### src/rtl/axis_converter_lite_pkg_prm.sv
// Shared parameters and types for the converter-lite subsystem.
//
// Contents:
//   AXI_DATA_WIDTH / AXI_ADDR_WIDTH / AXI_STRB_WIDTH : bus geometry
//   ADDR_DATA, ADDR_DATA_LAST, ADDR_STATUS, ADDR_DROP_CNT : register offsets
//   RESP_OKAY, RESP_SLVERR                           : AXI response codes
//   reg_sel_e                                        : decoded addr[3:2]
//   axis_entry_t                                     : TX FIFO entry
//
// Optional feature macro: AXIL_AXIS_TKEEP_EN adds a per-entry tkeep field.
package axis_converter_lite_pkg_prm;

  localparam int unsigned AXI_DATA_WIDTH = 32;
  localparam int unsigned AXI_ADDR_WIDTH = 32;
  localparam int unsigned AXI_STRB_WIDTH = AXI_DATA_WIDTH / 8;

  localparam logic [3:0] ADDR_DATA      = 4'h0;
  localparam logic [3:0] ADDR_DATA_LAST = 4'h4;
  localparam logic [3:0] ADDR_STATUS    = 4'h8;
  localparam logic [3:0] ADDR_DROP_CNT  = 4'hC;

  localparam logic [1:0] RESP_OKAY   = 2'b00;
  localparam logic [1:0] RESP_SLVERR = 2'b10;

  typedef enum logic [1:0] {
    REG_DATA      = ADDR_DATA[3:2],
    REG_DATA_LAST = ADDR_DATA_LAST[3:2],
    REG_STATUS    = ADDR_STATUS[3:2],
    REG_DROP_CNT  = ADDR_DROP_CNT[3:2]
  } reg_sel_e;

  typedef struct packed {
    logic [AXI_DATA_WIDTH-1:0] tdata;
    logic                      tlast;
`ifdef AXIL_AXIS_TKEEP_EN
    logic [AXI_STRB_WIDTH-1:0] tkeep;
`endif
  } axis_entry_t;

endpackage

### src/rtl/axil_if.sv
// AXI-Lite bundle (AW/W/B/AR/R) used between the interconnect and slaves.
//
// Modport:
//   s_axil : slave view (valids/payloads in, readies/responses out)
interface axil_if;
  import axis_converter_lite_pkg_prm::*;

  logic [AXI_ADDR_WIDTH-1:0] awaddr;
  logic                      awvalid;
  logic                      awready;
  logic [AXI_DATA_WIDTH-1:0] wdata;
  logic [AXI_STRB_WIDTH-1:0] wstrb;
  logic                      wvalid;
  logic                      wready;
  logic [1:0]                bresp;
  logic                      bvalid;
  logic                      bready;
  logic [AXI_ADDR_WIDTH-1:0] araddr;
  logic                      arvalid;
  logic                      arready;
  logic [AXI_DATA_WIDTH-1:0] rdata;
  logic [1:0]                rresp;
  logic                      rvalid;
  logic                      rready;

  modport s_axil (
    input  awaddr, awvalid, output awready,
    input  wdata, wstrb, wvalid, output wready,
    output bresp, bvalid, input bready,
    input  araddr, arvalid, output arready,
    output rdata, rresp, rvalid, input rready
  );

endinterface

### src/rtl/axis_sync_fifo.sv
// Synchronous first-word-fall-through FIFO with a parameterised entry type.
//
// Parameters: DEPTH (power of two, >= 2), entry_t (stored type).
// Ports:
//   clk, rst_n        : clock, asynchronous active-low reset
//   push, push_data   : write request (ignored while full)
//   pop, pop_data     : read request (ignored while empty); pop_data is the head
//   full, empty, level: occupancy, derived from the registered pointers
module axis_sync_fifo #(
  parameter int unsigned DEPTH = 16,
  parameter type entry_t = logic
) (
  input  logic                     clk,
  input  logic                     rst_n,
  input  logic                     push,
  input  entry_t                   push_data,
  input  logic                     pop,
  output entry_t                   pop_data,
  output logic                     full,
  output logic                     empty,
  output logic [$clog2(DEPTH):0]   level
);

  localparam int unsigned AW = $clog2(DEPTH);

  entry_t       mem [DEPTH];
  logic [AW:0]  wr_ptr;
  logic [AW:0]  rd_ptr;
  logic         do_push;
  logic         do_pop;

  // Extra MSB distinguishes full from empty when the index bits match.
  assign empty    = (wr_ptr == rd_ptr);
  assign full     = (wr_ptr[AW] != rd_ptr[AW]) && (wr_ptr[AW-1:0] == rd_ptr[AW-1:0]);
  assign level    = wr_ptr - rd_ptr;
  assign do_push  = push && !full;
  assign do_pop   = pop && !empty;
  assign pop_data = mem[rd_ptr[AW-1:0]];

  always_ff @(posedge clk) begin
    if (do_push) begin
      mem[wr_ptr[AW-1:0]] <= push_data;
    end
  end

  always_ff @(posedge clk or negedge rst_n) begin
    if (!rst_n) begin
      wr_ptr <= '0;
      rd_ptr <= '0;
    end else begin
      if (do_push) wr_ptr <= wr_ptr + (AW+1)'(1);
      if (do_pop)  rd_ptr <= rd_ptr + (AW+1)'(1);
    end
  end

endmodule

### src/rtl/axil_axis_tx_bridge.sv
// AXI-Lite slave that turns CPU register writes into an AXI-Stream output.
//
// Register map (addr[3:2]):
//   0x0 DATA      (W) push word, tlast=0
//   0x4 DATA_LAST (W) push word, tlast=1
//   0x8 STATUS    (R) bit0 empty, bit1 full, bits[15:8] level
//   0xC DROP_CNT  (R) saturating count of pushes rejected because FIFO full
//
// Ports:
//   aclk, aresetn     : clock, asynchronous active-low reset
//   s_axil            : AXI-Lite slave (axil_if.s_axil)
//   m_axis_tdata/tvalid/tready/tlast : stream master
//   m_axis_tkeep      : byte keep, only when AXIL_AXIS_TKEEP_EN is defined
//
// Optional feature macro: AXIL_AXIS_TKEEP_EN (store wstrb as tkeep, accept
// any non-zero strobe).
module axil_axis_tx_bridge
  import axis_converter_lite_pkg_prm::*;
#(
  parameter int unsigned FIFO_DEPTH = 16
) (
  input  logic                      aclk,
  input  logic                      aresetn,
  axil_if.s_axil                    s_axil,
  output logic [AXI_DATA_WIDTH-1:0] m_axis_tdata,
  output logic                      m_axis_tvalid,
  input  logic                      m_axis_tready,
  output logic                      m_axis_tlast
`ifdef AXIL_AXIS_TKEEP_EN
  ,
  output logic [AXI_STRB_WIDTH-1:0] m_axis_tkeep
`endif
);

  localparam int unsigned LVL_W = $clog2(FIFO_DEPTH) + 1;

  // Holds the readies low during reset and the first cycle after it.
  logic                      live;

  logic                      aw_held;
  logic                      w_held;
  reg_sel_e                  aw_sel_q;
  logic [AXI_DATA_WIDTH-1:0] w_data_q;
  logic [AXI_STRB_WIDTH-1:0] w_strb_q;

  logic                      awready;
  logic                      wready;
  logic                      arready;
  logic                      bvalid;
  logic [1:0]                bresp;
  logic                      rvalid;
  logic [1:0]                rresp;
  logic [AXI_DATA_WIDTH-1:0] rdata;

  logic                      aw_hs;
  logic                      w_hs;
  logic                      b_hs;
  logic                      ar_hs;
  logic                      r_hs;

  reg_sel_e                  aw_sel_cur;
  logic [AXI_DATA_WIDTH-1:0] w_data_cur;
  logic [AXI_STRB_WIDTH-1:0] w_strb_cur;
  logic                      commit;
  logic                      is_data;
  logic                      strb_ok;
  logic                      accept;
  logic                      push;
  logic                      drop;
  logic                      pop;

  logic [31:0]               drop_cnt;
  reg_sel_e                  ar_sel;
  logic [AXI_DATA_WIDTH-1:0] rd_word;

  axis_entry_t               push_entry;
  axis_entry_t               head;
  logic                      fifo_full;
  logic                      fifo_empty;
  logic [LVL_W-1:0]          fifo_level;

  logic                      unused_addr_bits;

  assign unused_addr_bits = ^{s_axil.awaddr[AXI_ADDR_WIDTH-1:4], s_axil.awaddr[1:0],
                              s_axil.araddr[AXI_ADDR_WIDTH-1:4], s_axil.araddr[1:0]};

  // ---------------------------------------------------------------- handshakes
  assign awready = live && !aw_held && !bvalid;
  assign wready  = live && !w_held && !bvalid;
  assign arready = live && !rvalid;

  assign aw_hs = s_axil.awvalid && awready;
  assign w_hs  = s_axil.wvalid && wready;
  assign b_hs  = bvalid && s_axil.bready;
  assign ar_hs = s_axil.arvalid && arready;
  assign r_hs  = rvalid && s_axil.rready;

  assign s_axil.awready = awready;
  assign s_axil.wready  = wready;
  assign s_axil.arready = arready;
  assign s_axil.bvalid  = bvalid;
  assign s_axil.bresp   = bresp;
  assign s_axil.rvalid  = rvalid;
  assign s_axil.rresp   = rresp;
  assign s_axil.rdata   = rdata;

  // ---------------------------------------------------------------- write path
  // Address/data come from the live bus in the handshake cycle so that the
  // commit can happen in the same cycle as the later of the AW/W handshakes.
  assign aw_sel_cur = aw_held ? aw_sel_q : reg_sel_e'(s_axil.awaddr[3:2]);
  assign w_data_cur = w_held ? w_data_q : s_axil.wdata;
  assign w_strb_cur = w_held ? w_strb_q : s_axil.wstrb;
  assign commit     = (aw_held || aw_hs) && (w_held || w_hs) && !bvalid;
  assign is_data    = (aw_sel_cur == REG_DATA) || (aw_sel_cur == REG_DATA_LAST);

`ifdef AXIL_AXIS_TKEEP_EN
  assign strb_ok = |w_strb_cur;
`else
  assign strb_ok = &w_strb_cur;
`endif

  assign accept = commit && is_data && strb_ok;
  assign push   = accept && !fifo_full;
  assign drop   = accept && fifo_full;

  always_comb begin
    push_entry       = '0;
    push_entry.tdata = w_data_cur;
    push_entry.tlast = (aw_sel_cur == REG_DATA_LAST);
`ifdef AXIL_AXIS_TKEEP_EN
    push_entry.tkeep = w_strb_cur;
`endif
  end

  always_ff @(posedge aclk or negedge aresetn) begin
    if (!aresetn) begin
      live     <= 1'b0;
      aw_held  <= 1'b0;
      w_held   <= 1'b0;
      aw_sel_q <= REG_DATA;
      w_data_q <= '0;
      w_strb_q <= '0;
      bvalid   <= 1'b0;
      bresp    <= RESP_OKAY;
      drop_cnt <= '0;
    end else begin
      live <= 1'b1;
      if (b_hs) begin
        aw_held <= 1'b0;
        w_held  <= 1'b0;
      end else begin
        if (aw_hs) begin
          aw_held  <= 1'b1;
          aw_sel_q <= reg_sel_e'(s_axil.awaddr[3:2]);
        end
        if (w_hs) begin
          w_held   <= 1'b1;
          w_data_q <= s_axil.wdata;
          w_strb_q <= s_axil.wstrb;
        end
      end
      if (commit) begin
        bvalid <= 1'b1;
        bresp  <= push ? RESP_OKAY : RESP_SLVERR;
      end else if (b_hs) begin
        bvalid <= 1'b0;
      end
      if (drop && (drop_cnt != '1)) begin
        drop_cnt <= drop_cnt + 32'd1;
      end
    end
  end

  // ---------------------------------------------------------------- read path
  assign ar_sel = reg_sel_e'(s_axil.araddr[3:2]);

  always_comb begin
    rd_word = '0;
    case (ar_sel)
      REG_STATUS: begin
        rd_word[0]    = fifo_empty;
        rd_word[1]    = fifo_full;
        rd_word[15:8] = 8'(fifo_level);
      end
      REG_DROP_CNT: rd_word = AXI_DATA_WIDTH'(drop_cnt);
      default:      rd_word = '0;
    endcase
  end

  always_ff @(posedge aclk or negedge aresetn) begin
    if (!aresetn) begin
      rvalid <= 1'b0;
      rresp  <= RESP_OKAY;
      rdata  <= '0;
    end else if (ar_hs) begin
      rvalid <= 1'b1;
      rresp  <= RESP_OKAY;
      rdata  <= rd_word;
    end else if (r_hs) begin
      rvalid <= 1'b0;
    end
  end

  // ---------------------------------------------------------------- TX FIFO
  assign pop = m_axis_tvalid && m_axis_tready;

  axis_sync_fifo #(
    .DEPTH   (FIFO_DEPTH),
    .entry_t (axis_entry_t)
  ) u_fifo (
    .clk       (aclk),
    .rst_n     (aresetn),
    .push      (push),
    .push_data (push_entry),
    .pop       (pop),
    .pop_data  (head),
    .full      (fifo_full),
    .empty     (fifo_empty),
    .level     (fifo_level)
  );

  assign m_axis_tvalid = !fifo_empty;
  assign m_axis_tdata  = fifo_empty ? '0 : head.tdata;
  assign m_axis_tlast  = !fifo_empty && head.tlast;
`ifdef AXIL_AXIS_TKEEP_EN
  assign m_axis_tkeep  = fifo_empty ? '0 : head.tkeep;
`endif

endmodule

### src/flat_wrapper.sv
// flat-port wrapper written by rule: the top's interface ports become plain ports
module axil_axis_tx_bridge_flat import axis_converter_lite_pkg_prm::*;
#(
  parameter int unsigned FIFO_DEPTH = 16
)
  (aclk, aresetn, m_axis_tdata, m_axis_tvalid, m_axis_tready, m_axis_tlast, s_axil_awaddr, s_axil_awvalid, s_axil_awready, s_axil_wdata, s_axil_wstrb, s_axil_wvalid, s_axil_wready, s_axil_bresp, s_axil_bvalid, s_axil_bready, s_axil_araddr, s_axil_arvalid, s_axil_arready, s_axil_rdata, s_axil_rresp, s_axil_rvalid, s_axil_rready);
  axil_if s_axil_i ();
  input  logic aclk;
  input  logic aresetn;
  output logic [AXI_DATA_WIDTH-1:0] m_axis_tdata;
  output logic m_axis_tvalid;
  input  logic m_axis_tready;
  output logic m_axis_tlast;
  input wire logic [$bits(s_axil_i.awaddr)-1:0] s_axil_awaddr;
  input wire logic [$bits(s_axil_i.awvalid)-1:0] s_axil_awvalid;
  output wire logic [$bits(s_axil_i.awready)-1:0] s_axil_awready;
  input wire logic [$bits(s_axil_i.wdata)-1:0] s_axil_wdata;
  input wire logic [$bits(s_axil_i.wstrb)-1:0] s_axil_wstrb;
  input wire logic [$bits(s_axil_i.wvalid)-1:0] s_axil_wvalid;
  output wire logic [$bits(s_axil_i.wready)-1:0] s_axil_wready;
  output wire logic [$bits(s_axil_i.bresp)-1:0] s_axil_bresp;
  output wire logic [$bits(s_axil_i.bvalid)-1:0] s_axil_bvalid;
  input wire logic [$bits(s_axil_i.bready)-1:0] s_axil_bready;
  input wire logic [$bits(s_axil_i.araddr)-1:0] s_axil_araddr;
  input wire logic [$bits(s_axil_i.arvalid)-1:0] s_axil_arvalid;
  output wire logic [$bits(s_axil_i.arready)-1:0] s_axil_arready;
  output wire logic [$bits(s_axil_i.rdata)-1:0] s_axil_rdata;
  output wire logic [$bits(s_axil_i.rresp)-1:0] s_axil_rresp;
  output wire logic [$bits(s_axil_i.rvalid)-1:0] s_axil_rvalid;
  input wire logic [$bits(s_axil_i.rready)-1:0] s_axil_rready;
  assign s_axil_i.awaddr = s_axil_awaddr;
  assign s_axil_i.awvalid = s_axil_awvalid;
  assign s_axil_awready = s_axil_i.awready;
  assign s_axil_i.wdata = s_axil_wdata;
  assign s_axil_i.wstrb = s_axil_wstrb;
  assign s_axil_i.wvalid = s_axil_wvalid;
  assign s_axil_wready = s_axil_i.wready;
  assign s_axil_bresp = s_axil_i.bresp;
  assign s_axil_bvalid = s_axil_i.bvalid;
  assign s_axil_i.bready = s_axil_bready;
  assign s_axil_i.araddr = s_axil_araddr;
  assign s_axil_i.arvalid = s_axil_arvalid;
  assign s_axil_arready = s_axil_i.arready;
  assign s_axil_rdata = s_axil_i.rdata;
  assign s_axil_rresp = s_axil_i.rresp;
  assign s_axil_rvalid = s_axil_i.rvalid;
  assign s_axil_i.rready = s_axil_rready;
  axil_axis_tx_bridge #(.FIFO_DEPTH(FIFO_DEPTH)) u_core (.aclk(aclk), .aresetn(aresetn), .s_axil(s_axil_i), .m_axis_tdata(m_axis_tdata), .m_axis_tvalid(m_axis_tvalid), .m_axis_tready(m_axis_tready), .m_axis_tlast(m_axis_tlast));
endmodule
### config.mk
export PLATFORM = sky130hd
export DESIGN_NAME = axil_axis_tx_bridge_flat
export DESIGN_NICKNAME = d
export VERILOG_FILES = /design/src/rtl/axis_converter_lite_pkg_prm.sv /design/src/rtl/axil_if.sv /design/src/rtl/axis_sync_fifo.sv /design/src/rtl/axil_axis_tx_bridge.sv /design/src/flat_wrapper.sv
export SDC_FILE = /design/constraint.sdc
export NUM_CORES = 1
export LEC_CHECK = 0
export BUFFER_PORTS_ARGS = -buffer_cell sky130_fd_sc_hd__buf_2
export CORE_MARGIN = 10
export CORE_UTILIZATION = 55
export DETAILED_ROUTE_END_ITERATION = 6
export PLACE_DENSITY = 0.74
export RECOVER_POWER = 50
export SKIP_CTS_REPAIR_TIMING = 1
export SLEW_MARGIN = 30
export SYNTH_ARGS = -nofsm -noshare
export SYNTH_HDL_FRONTEND = slang
export SYNTH_HIERARCHICAL = 1
export SYNTH_SLANG_ARGS = --single-unit
### constraint.sdc
create_clock -name aclk -period 6.55 [get_ports aclk]
set_input_delay 1.31 -clock aclk [delete_from_list [all_inputs] [get_ports aclk]]
set_output_delay 1.31 -clock aclk [all_outputs]
set_load 0.05 [all_outputs]
-- After elaboration in Yosys (flattened, before gate mapping)
Memories as Yosys holds them, arrays and structs flattened.
Index checks and enable logic that the tools add are counted.
- add/subtract/negate cells: 4
- eq/ne operators: 7
- muxes and demuxes: 19
- bitwise logic cells: 1
- reductions and logical operators: 39
- operators by type and width (cell ; count):
    2-to-1 mux 32 bit ; 2
    adder 32 x 1 -> 32 bit (second input constant) ; 1
    inequality test 32 bit (second input constant) ; 1
    logical AND 1 bit ; 22
    2-to-1 mux 16 bit ; 1
    one-hot mux 8 bit (2 select lines) ; 1
    adder 5 x 1 -> 5 bit (second input constant) ; 2
    2-to-1 mux 1 bit ; 10
    nonzero test 2 bit ; 4
    zero test 1 bit ; 6
    2-to-1 mux 6 bit ; 1
    == test 5 bit ; 1
    subtractor 5 bit ; 1
    == test 2 bit (second input constant) ; 2
    == test 4 bit ; 1
    2-to-1 mux 2 bit ; 2
    2-to-1 mux 4 bit ; 1
    one-hot mux 2 bit (2 select lines) ; 1
    AND reduction 2 bit ; 2
    AND reduction 4 bit ; 1
    logical OR 1 bit ; 3
    == test 2 x 1 -> 1 bit (second input constant) ; 1
    zero test 2 bit ; 1
    inequality test 1 bit ; 1
    inverter 1 bit ; 1
- register bits: 119
- memory bits (writable): 528
- input port bits: 108
- logic and storage cells: 84
- memories kept: 1
- memories (name ; words ; bits a word ; read ports ; clocked after Yosys merged registers in ; wr ports ; line ; source):
    u_core.u_fifo.mem ; 16 ; 33 ; 1 ; 0 ; 1 ; axis_sync_fifo.sv:26 ; entry_t mem [DEPTH];

-- Depth between registers and ports, before layout
Gate-level depths: netlist of the first run.
- depth after elaboration: 13
- gate-level depth with buffers: 13
- depth with buffers taken out: 10

-- Modules after synthesis
Netlist of the first run, hierarchy kept.
- by module, submodules not included (module ; times used ; cells each ; area each (um^2)):
    axis_sync_fifo ; 1 ; 964 ; 20951.3
    axil_axis_tx_bridge ; 1 ; 486 ; 5290.1

-- Worst setup path after synthesis of the first run
No wires, ideal clock.
- path type: input -> register
- start: input s_axil_wvalid
- end: memory u_core/u_fifo/mem[1][0] (netlist name) (enable)
- arrival: 5.347 ns
- path slack: 0.696 ns
- cell stages on the path: 6
- buffers on the path: 0
- cells stage by stage: a21oi_1 nor3_1 nand2_1 nor3_1 o21ai_2 nor4_1
- longest elaborated chain between the ends: 10
- ends and longest elaborated chain (element ; line ; source):
    start: declaration ; flat_wrapper.sv:19 ; input wire logic [$bits(s_axil_i.wvalid)-1:0] s_axil_wvalid;
    logical AND 1 bit ; axil_axis_tx_bridge.sv:93 ; assign w_hs = s_axil.wvalid && wready;
    logical OR 1 bit ; axil_axis_tx_bridge.sv:113 ; assign commit = (aw_held || aw_hs) && (w_held || w_hs) && !bvalid;
    logical AND 1 bit (2 in series) ; axil_axis_tx_bridge.sv:113 ;
    logical AND 1 bit (2 in series) ; axil_axis_tx_bridge.sv:122 ; assign accept = commit && is_data && strb_ok;
    logical AND 1 bit ; axil_axis_tx_bridge.sv:123 ; assign push = accept && !fifo_full;
    via u_core.push ; axil_axis_tx_bridge.sv:68 ; logic push;
    logical AND 1 bit ; axis_sync_fifo.sv:36 ; assign do_push = push && !full;
    2-to-1 mux 1 bit ; axis_sync_fifo.sv:41 ; if (do_push) begin
    2-to-1 mux 1 bit (implied by the code) ; axis_sync_fifo.sv:42 ; mem[wr_ptr[AW-1:0]] <= push_data;
    end: declaration ; axis_sync_fifo.sv:26 ;
The timed path passes the listed nets, and every way through them passes these cells.

-- Worst setup path in the final report of the first run
- start: register u_core.w_held
- end: memory u_core/u_fifo/mem[12][25] (netlist name) (enable)
- longest elaborated chain between the ends: 13
- ends and longest elaborated chain (element ; line ; source):
    start: declaration ; axil_axis_tx_bridge.sv:41 ; logic w_held;
    start signal: assignment ; axil_axis_tx_bridge.sv:139 ; w_held <= 1'b0;
    start signal: assignment ; axil_axis_tx_bridge.sv:150 ; w_held <= 1'b0;
    start signal: assignment ; axil_axis_tx_bridge.sv:157 ; w_held <= 1'b1;
    zero test 1 bit ; axil_axis_tx_bridge.sv:89 ; assign wready = live && !w_held && !bvalid;
    logical AND 1 bit (2 in series) ; axil_axis_tx_bridge.sv:89 ;
    logical AND 1 bit ; axil_axis_tx_bridge.sv:93 ;
    logical OR 1 bit ; axil_axis_tx_bridge.sv:113 ;
    logical AND 1 bit (2 in series) ; axil_axis_tx_bridge.sv:113 ;
    logical AND 1 bit ; axil_axis_tx_bridge.sv:122 ;
    logical AND 1 bit * ; axil_axis_tx_bridge.sv:122 ;
    logical AND 1 bit * ; axil_axis_tx_bridge.sv:123 ;
    via u_core.push ; axil_axis_tx_bridge.sv:68 ;
    logical AND 1 bit * ; axis_sync_fifo.sv:36 ;
    2-to-1 mux 1 bit * ; axis_sync_fifo.sv:41 ;
    2-to-1 mux 1 bit (implied by the code) * ; axis_sync_fifo.sv:42 ;
The timed path passes the listed nets; every way through them passes the cells marked *.

==> results of run 1 <==
critical path, cell delays in order (launching register included):
cell and delay [ns]:
dfrtp_1 1.71, nand3_1 0.19, o22ai_1 0.44, nand2_1 0.10, nor3_1 0.48, o21a_1 0.35
nand3_1 0.28, nor2_4 0.79, buf_4 0.43
state kept, by name, summed over array words and instances, names as in the netlist:
signal                cells
u_core/w_data_q          32
u_core/aw_sel_q           2
u_core/w_held             1
u_core/u_fifo/wr_ptr      5
u_core/u_fifo/rd_ptr      5
u_core/u_fifo/mem       528
u_core/live               1
u_core/drop_cnt          32
u_core/s_axil.rdata      32
u_core/s_axil.bvalid      1
u_core/w_strb_q           4
u_core/s_axil.rvalid      1
u_core/aw_held            1
u_core/s_axil.bresp       1
cells by family after synthesis:
| group | after synthesis | share of synthesized area |
|---|---|---|
| AND/OR/NAND/NOR | 223 | 0.04534 |
| AO/OA/AOI/OAI | 148 | 0.03853 |
| adder cells (fa/ha/maj) | 11 | 0.005531 |
| XOR/XNOR | 43 | 0.01435 |
| other | 2 | 0.0002862 |
| multiplexers | 277 | 0.1590 |
| flip-flops | 646 | 0.7167 |
| buffers and inverters | 100 | 0.02026 |
cell usage after synthesis (all sizes together), types with 3 or more instances:
cell type	instances	area share
edfxtp	528	0.60
dfrtp	118	0.11
mux2i	107	0.041
mux4	99	0.088
mux2	71	0.031
nand2	71	0.010
o21ai	62	0.012
buf	54	0.014
nor2b	35	0.0083
a22oi	33	0.0094
a32oi	33	0.011
nor2	29	0.0041
clkbuf	28	0.0040
xnor2	27	0.0090
nand4	23	0.0057
inv	18	0.0026
xor2	16	0.0053
nand3	14	0.0027
nor3	12	0.0035
ha	10	0.0048
and2	9	0.0022
and3	9	0.0021
nor4	8	0.0027
a22o	7	0.0023
and4	5	0.0017
a21oi	4	0.00076
a21o	3	0.00086
final cells by class:
type / instances / area [um2]
Multi-Input combinational cell: 706 / 6975
Tap cell: 607 / 759.5
Clock inverter: 32 / 286.5
Timing Repair Buffer: 151 / 889.6
Sequential cell: 646 / 18820
Fill cell: 3255 / 17210
Clock buffer: 88 / 1851
Inverter: 18 / 67.56
per-layer routing:
metal | vias to the layer above | track usage | wire (um)
met2 | 521 | 0.3293 | 28100
met5 | - | 0 | 0
met1 | 7150 | 0.2625 | 22530
met4 | 0 | 0.06951 | 1466
met3 | 96 | 0.04138 | 4302
li1 | 6027 | - | -
how the worst max path moves through the flow:
stage	startpoint	end	slack (ns)	cells after the start
global route	u_core/w_held	u_core/u_fifo/mem[7][26]	0.95	8
global placement	s_axil_wstrb[3]	u_core/u_fifo/mem[14][21]	1.97	9
detailed placement	s_axil_wstrb[3]	u_core/u_fifo/mem[12][24]	1.90	9
CTS	u_core/u_fifo/rd_ptr[0]	m_axis_tdata[12]	1.65	7
floorplan	s_axil_wvalid	u_core/u_fifo/mem[1][0]	0.70	6
finish	u_core/w_held	u_core/u_fifo/mem[12][25]	1.40	8
report_power, final:
part | switching, uW | internal (uW) | total (uW) | leakage, uW
clock | 1500 | 2190 | 3680 | 0.00105
combinational | 2810 | 1520 | 4330 | 0.00319
sequential | 213 | 5050 | 5270 | 0.00627
through the flow:
stage	hold WS [ns]	setup WS [ns]	cell area, um2	util
floorplan	0.4594	0.6965	26250	-
global placement	0.4612	1.973	27480	0.5864
detailed placement	0.4658	1.901	27530	0.5875
CTS	0.4797	1.653	29660	0.6332
global route	0.4938	0.9516	29650	0.6328
finish	0.4762	1.405	29650	0.6328
==> flow_metrics.env, run 1 <==
export IMPL_period_share=0.7856
export IMPL_power_leakage_uw=0.01051
export IMPL_fp_dieH_um=238.4
export IMPL_wl_per_cell_um=25.09
export IMPL_path_max_fanout=37
export IMPL_start_util=0.5601
export IMPL_fp_coreArea_um2=46850
export IMPL_drv_cap=4
export IMPL_cp_end_kind="register"
export IMPL_antenna_found_initial=1
export IMPL_period_needed_ns=5.145
export IMPL_avgSynthCellArea_um2=18.10
export IMPL_cts_sinks=646
export IMPL_synth_seq_cells=646
export IMPL_num_antenna_cells=0
export IMPL_drt_iter0_markers=1120
export IMPL_numPortBuffers=119
export IMPL_final_net_count=1708
export IMPL_clk_latency_ns=0.59
export IMPL_slew_violations=190
export IMPL_powerDensity_nw_per_um2=447.9
export IMPL_cts_tree="yes"
export IMPL_drc=0
export IMPL_holdPathEnd="u_core/s_axil.rdata[3]"
export IMPL_die_area_um2=56850
export IMPL_cts_htree_levels=3
export IMPL_dr_total_vias=13790
export IMPL_fin_cells=2248
export IMPL_synthArstFlopShare=0.1827
export IMPL_cts_root_buffer="clkbuf_16"
export IMPL_setup_viol=0
export IMPL_fin_total_pwr_uw=13280
export IMPL_critPathKind="register to register"
export IMPL_cp_required_ns=6.80
export IMPL_max_slew_margin_rel=-0.8515
export IMPL_startpoint_type="register"
export IMPL_whs_path_depth=2
export IMPL_reg2reg_depth=8
export IMPL_ir_drop_v=0.0004612
export IMPL_final_common_cell="edfxtp_1"
export IMPL_ios=183
export IMPL_routed_wl_mm=56.39
export IMPL_syn2layout_area_growth_pct=12.97
export IMPL_min_from="u_core/s_axil.rdata[3]"
export IMPL_finClkSkew_ns=0.01428
export IMPL_cts_path_max_buffers=3
export IMPL_grt_pass1_wl_mm=85.83
export IMPL_layout_common_cells="528 x edfxtp_1, 116 x buf_2, 115 x dfrtp_1"
export IMPL_worstHoldPathType="register to register"
export IMPL_synth_edf_count=528
export IMPL_grt_max_degree=85
export IMPL_violations="capacitance limit, slew limit"
export IMPL_rsz0062_at_grt="no"
export IMPL_gp_congestion=0.8099
export IMPL_setup_tns_ns=0
export IMPL_hold_violations=0
export IMPL_rows=79
export IMPL_syn_inst=1450
export IMPL_ant_nets=0
export IMPL_dp_hpwl_mm=31.57
export IMPL_reg2reg_from="u_core/w_held"
export IMPL_r2r_end="u_core/u_fifo/mem[12][25]"
export IMPL_r2r_slack_ns=1.40
export IMPL_synth_warnings=6
export IMPL_cts_inserted_buffers=66
export IMPL_synth_area_um2=26240
export IMPL_fmax_ghz=0.1943
export IMPL_outcome="finished, violations left"
export IMPL_crit_arrival_ns=5.40
export IMPL_firstDrtPassIters=5
export IMPL_placed_cells=2128
export IMPL_grt_pass1_vias=14220
export IMPL_synth_seq_area_share=0.7167
export IMPL_synthFlopType="edfxtp_1"
export IMPL_clkTransAtPathRegs_ns=0.06
export IMPL_grt_overflow_total=0
export IMPL_tightest_slew_ns=2.777
export IMPL_grt_use_total=0.2002
export IMPL_netlist_cell_type_count=54
export IMPL_drive_gt1_frac=0.2413
export IMPL_viasPerCell=6.136
export IMPL_die_width_um=238.4
Power figures use the tool's default switching activity.
==> run 2, diff against run 1 <==
CORE_UTILIZATION = 54   (was 55)
PLACE_DENSITY = 0.75   (was 0.74)
clock period = 4.4 ns   (was 6.55 ns; I/O delays follow)
==> flow_metrics.env, run 2 (synthesis gave the netlist of run 1 again) <==
export IMPL_outcome="finished, violations left"
export IMPL_violations="capacitance limit, slew limit"
export IMPL_fmax_ghz=0.2541
export IMPL_hold_violations=0
export IMPL_placed_cells=2144
export IMPL_finClkSkew_ns=0.01932
export IMPL_r2r_end="u_core/u_fifo/mem[6][11]"
export IMPL_r2r_slack_ns=0.85
export IMPL_crit_chain="and2b_2, a22oi_1, a32oi_1, o21ai_1, nor2b_1, buf_2"
export IMPL_worstHoldPathType="primary input to asynchronous set/reset pin"
export IMPL_num_antenna_cells=0
export IMPL_period_share=0.8944
export IMPL_final_util=0.6209
export IMPL_die_width_um=240.4
export IMPL_setup_tns_ns=0
export IMPL_syn2layout_area_growth_pct=13.21
export IMPL_drv_cap=4
export IMPL_power_leakage_uw=0.01051
export IMPL_cts_inserted_buffers=66
export IMPL_max_slew_margin_rel=-0.4023
export IMPL_cp_end_kind="output pin"
export IMPL_setup_viol=0
export IMPL_firstDrtPassIters=5
export IMPL_final_common_cell="edfxtp_1"
export IMPL_grt_use_total=0.2005
export IMPL_drc=0
export IMPL_ant_nets=0
export IMPL_rows=80
export IMPL_reg2reg_depth=8
export IMPL_clk_latency_ns=0.58
export IMPL_drive_gt1_frac=0.2385
export IMPL_hold_ws_ns=0.2559
export IMPL_tightest_slew_ns=2.103
export IMPL_cts_sinks=646
export IMPL_slowest_delay_ns=0.89
export IMPL_startpoint_type="register"
export IMPL_wl_per_cell_um=25.10
export IMPL_grt_overflow_total=0
export IMPL_reg2reg_from="u_core/u_fifo/wr_ptr[3]"
export IMPL_cts_path_max_buffers=3
export IMPL_cts_htree_levels=3
export IMPL_register_area_um2=18820
export IMPL_dr_total_vias=13740
export IMPL_grt_pass1_vias=14500
export IMPL_path_max_fanout=33
export IMPL_fin_cells=2263
export IMPL_die_area_um2=57810
export IMPL_gp_congestion=0.8097
export IMPL_fillCellCount=3335
export IMPL_multi_input_area_um2=6974
export IMPL_critical_path_top_delay_family="simple AND/OR/NAND/NOR gates"
export IMPL_cp_required_ns=3.52
export IMPL_numPortBuffers=119
export IMPL_powerDensity_nw_per_um2=661.6
export IMPL_viasPerCell=6.072
export IMPL_slew_violations=157
export IMPL_fp_coreArea_um2=47850
export IMPL_dp_hpwl_mm=31.93
export IMPL_startpoint="u_core/u_fifo/rd_ptr[0]"
export IMPL_clkTransAtPathRegs_ns=0.06
export IMPL_pre_cts_ws_ns=0.6720
export IMPL_cts_root_buffer="clkbuf_16"
export IMPL_period_needed_ns=3.935
export IMPL_critPathKind="register to output pin"
export IMPL_setup_slack_ns=0.4645
export IMPL_grt_pass1_wl_mm=87.03
export IMPL_crit_arrival_ns=3.06
export IMPL_path_buf_inv=1
export IMPL_grt_max_degree=103
export IMPL_ir_drop_v=0.0004962
export IMPL_fp_dieH_um=240.4
export IMPL_ios=183
export IMPL_rsz0062_at_grt="no"
export IMPL_largest_reg_flops=528
export IMPL_antenna_found_initial=0
export IMPL_cts_tree="yes"
export IMPL_final_net_count=1717
export IMPL_start_util=0.5485
export IMPL_routed_wl_mm=56.81
export IMPL_layout_common_cells="528 x edfxtp_1, 115 x dfrtp_1, 113 x buf_2"
export IMPL_slowest_stage="and2b_2"
export IMPL_drt_iter0_markers=1264
[run 2: power by group]
part	internal, uW	total, uW	switching (uW)
sequential	7530	7750	227
clock	3160	5350	2190
combinational	2250	6550	4300
[run 2: layout make-up]
class                      count  area share
sequential                   646      0.6334
multi-input combinational    706      0.2348
clock buffer                  90     0.06183
timing repair buffer         160     0.03407
tap                          615     0.02590
clock inverter                28    0.007750
inverter                      18    0.002274
[run 2: worst max-delay path by stage]
stage,depth (start not counted),end,slack [ns]
floorplan,10,u_core/u_fifo/mem[1][0],-1.27
global placement,10,u_core/u_fifo/mem[7][17],0.77
detailed placement,10,u_core/u_fifo/mem[6][11],0.67
CTS,7,m_axis_tdata[28],0.33
global route,6,m_axis_tdata[21],0.34
finish,6,m_axis_tdata[2],0.46
[run 2: through the flow]
| step | cell area [um2] | power [uW] |
|---|---|---|
| finish | 29710 | 19650 |
| floorplan | 26250 | 12880 |
| global placement | 27650 | 14390 |
| detailed placement | 27650 | 14540 |
| CTS | 29710 | 19890 |
| global route | 29710 | 20520 |
[run 2: per-layer routing]
| layer | routed length [um] | track usage |
|---|---|---|
| met2 | 28660 | 0.3346 |
| met3 | 3961 | 0.03538 |
| met5 | 0 | 0 |
| met4 | 1217 | 0.06461 |
| met1 | 22970 | 0.2635 |
[run 2: worst register-to-register path, cell delays in order (launching register included)]
cell	delay, ns
dfrtp_1	0.63
ha_1	0.36
nand4_1	0.18
nor2_1	0.13
nor3_1	0.52
o21ai_2	0.25
nor3b_1	0.36
and2_2	0.50
buf_12	0.30
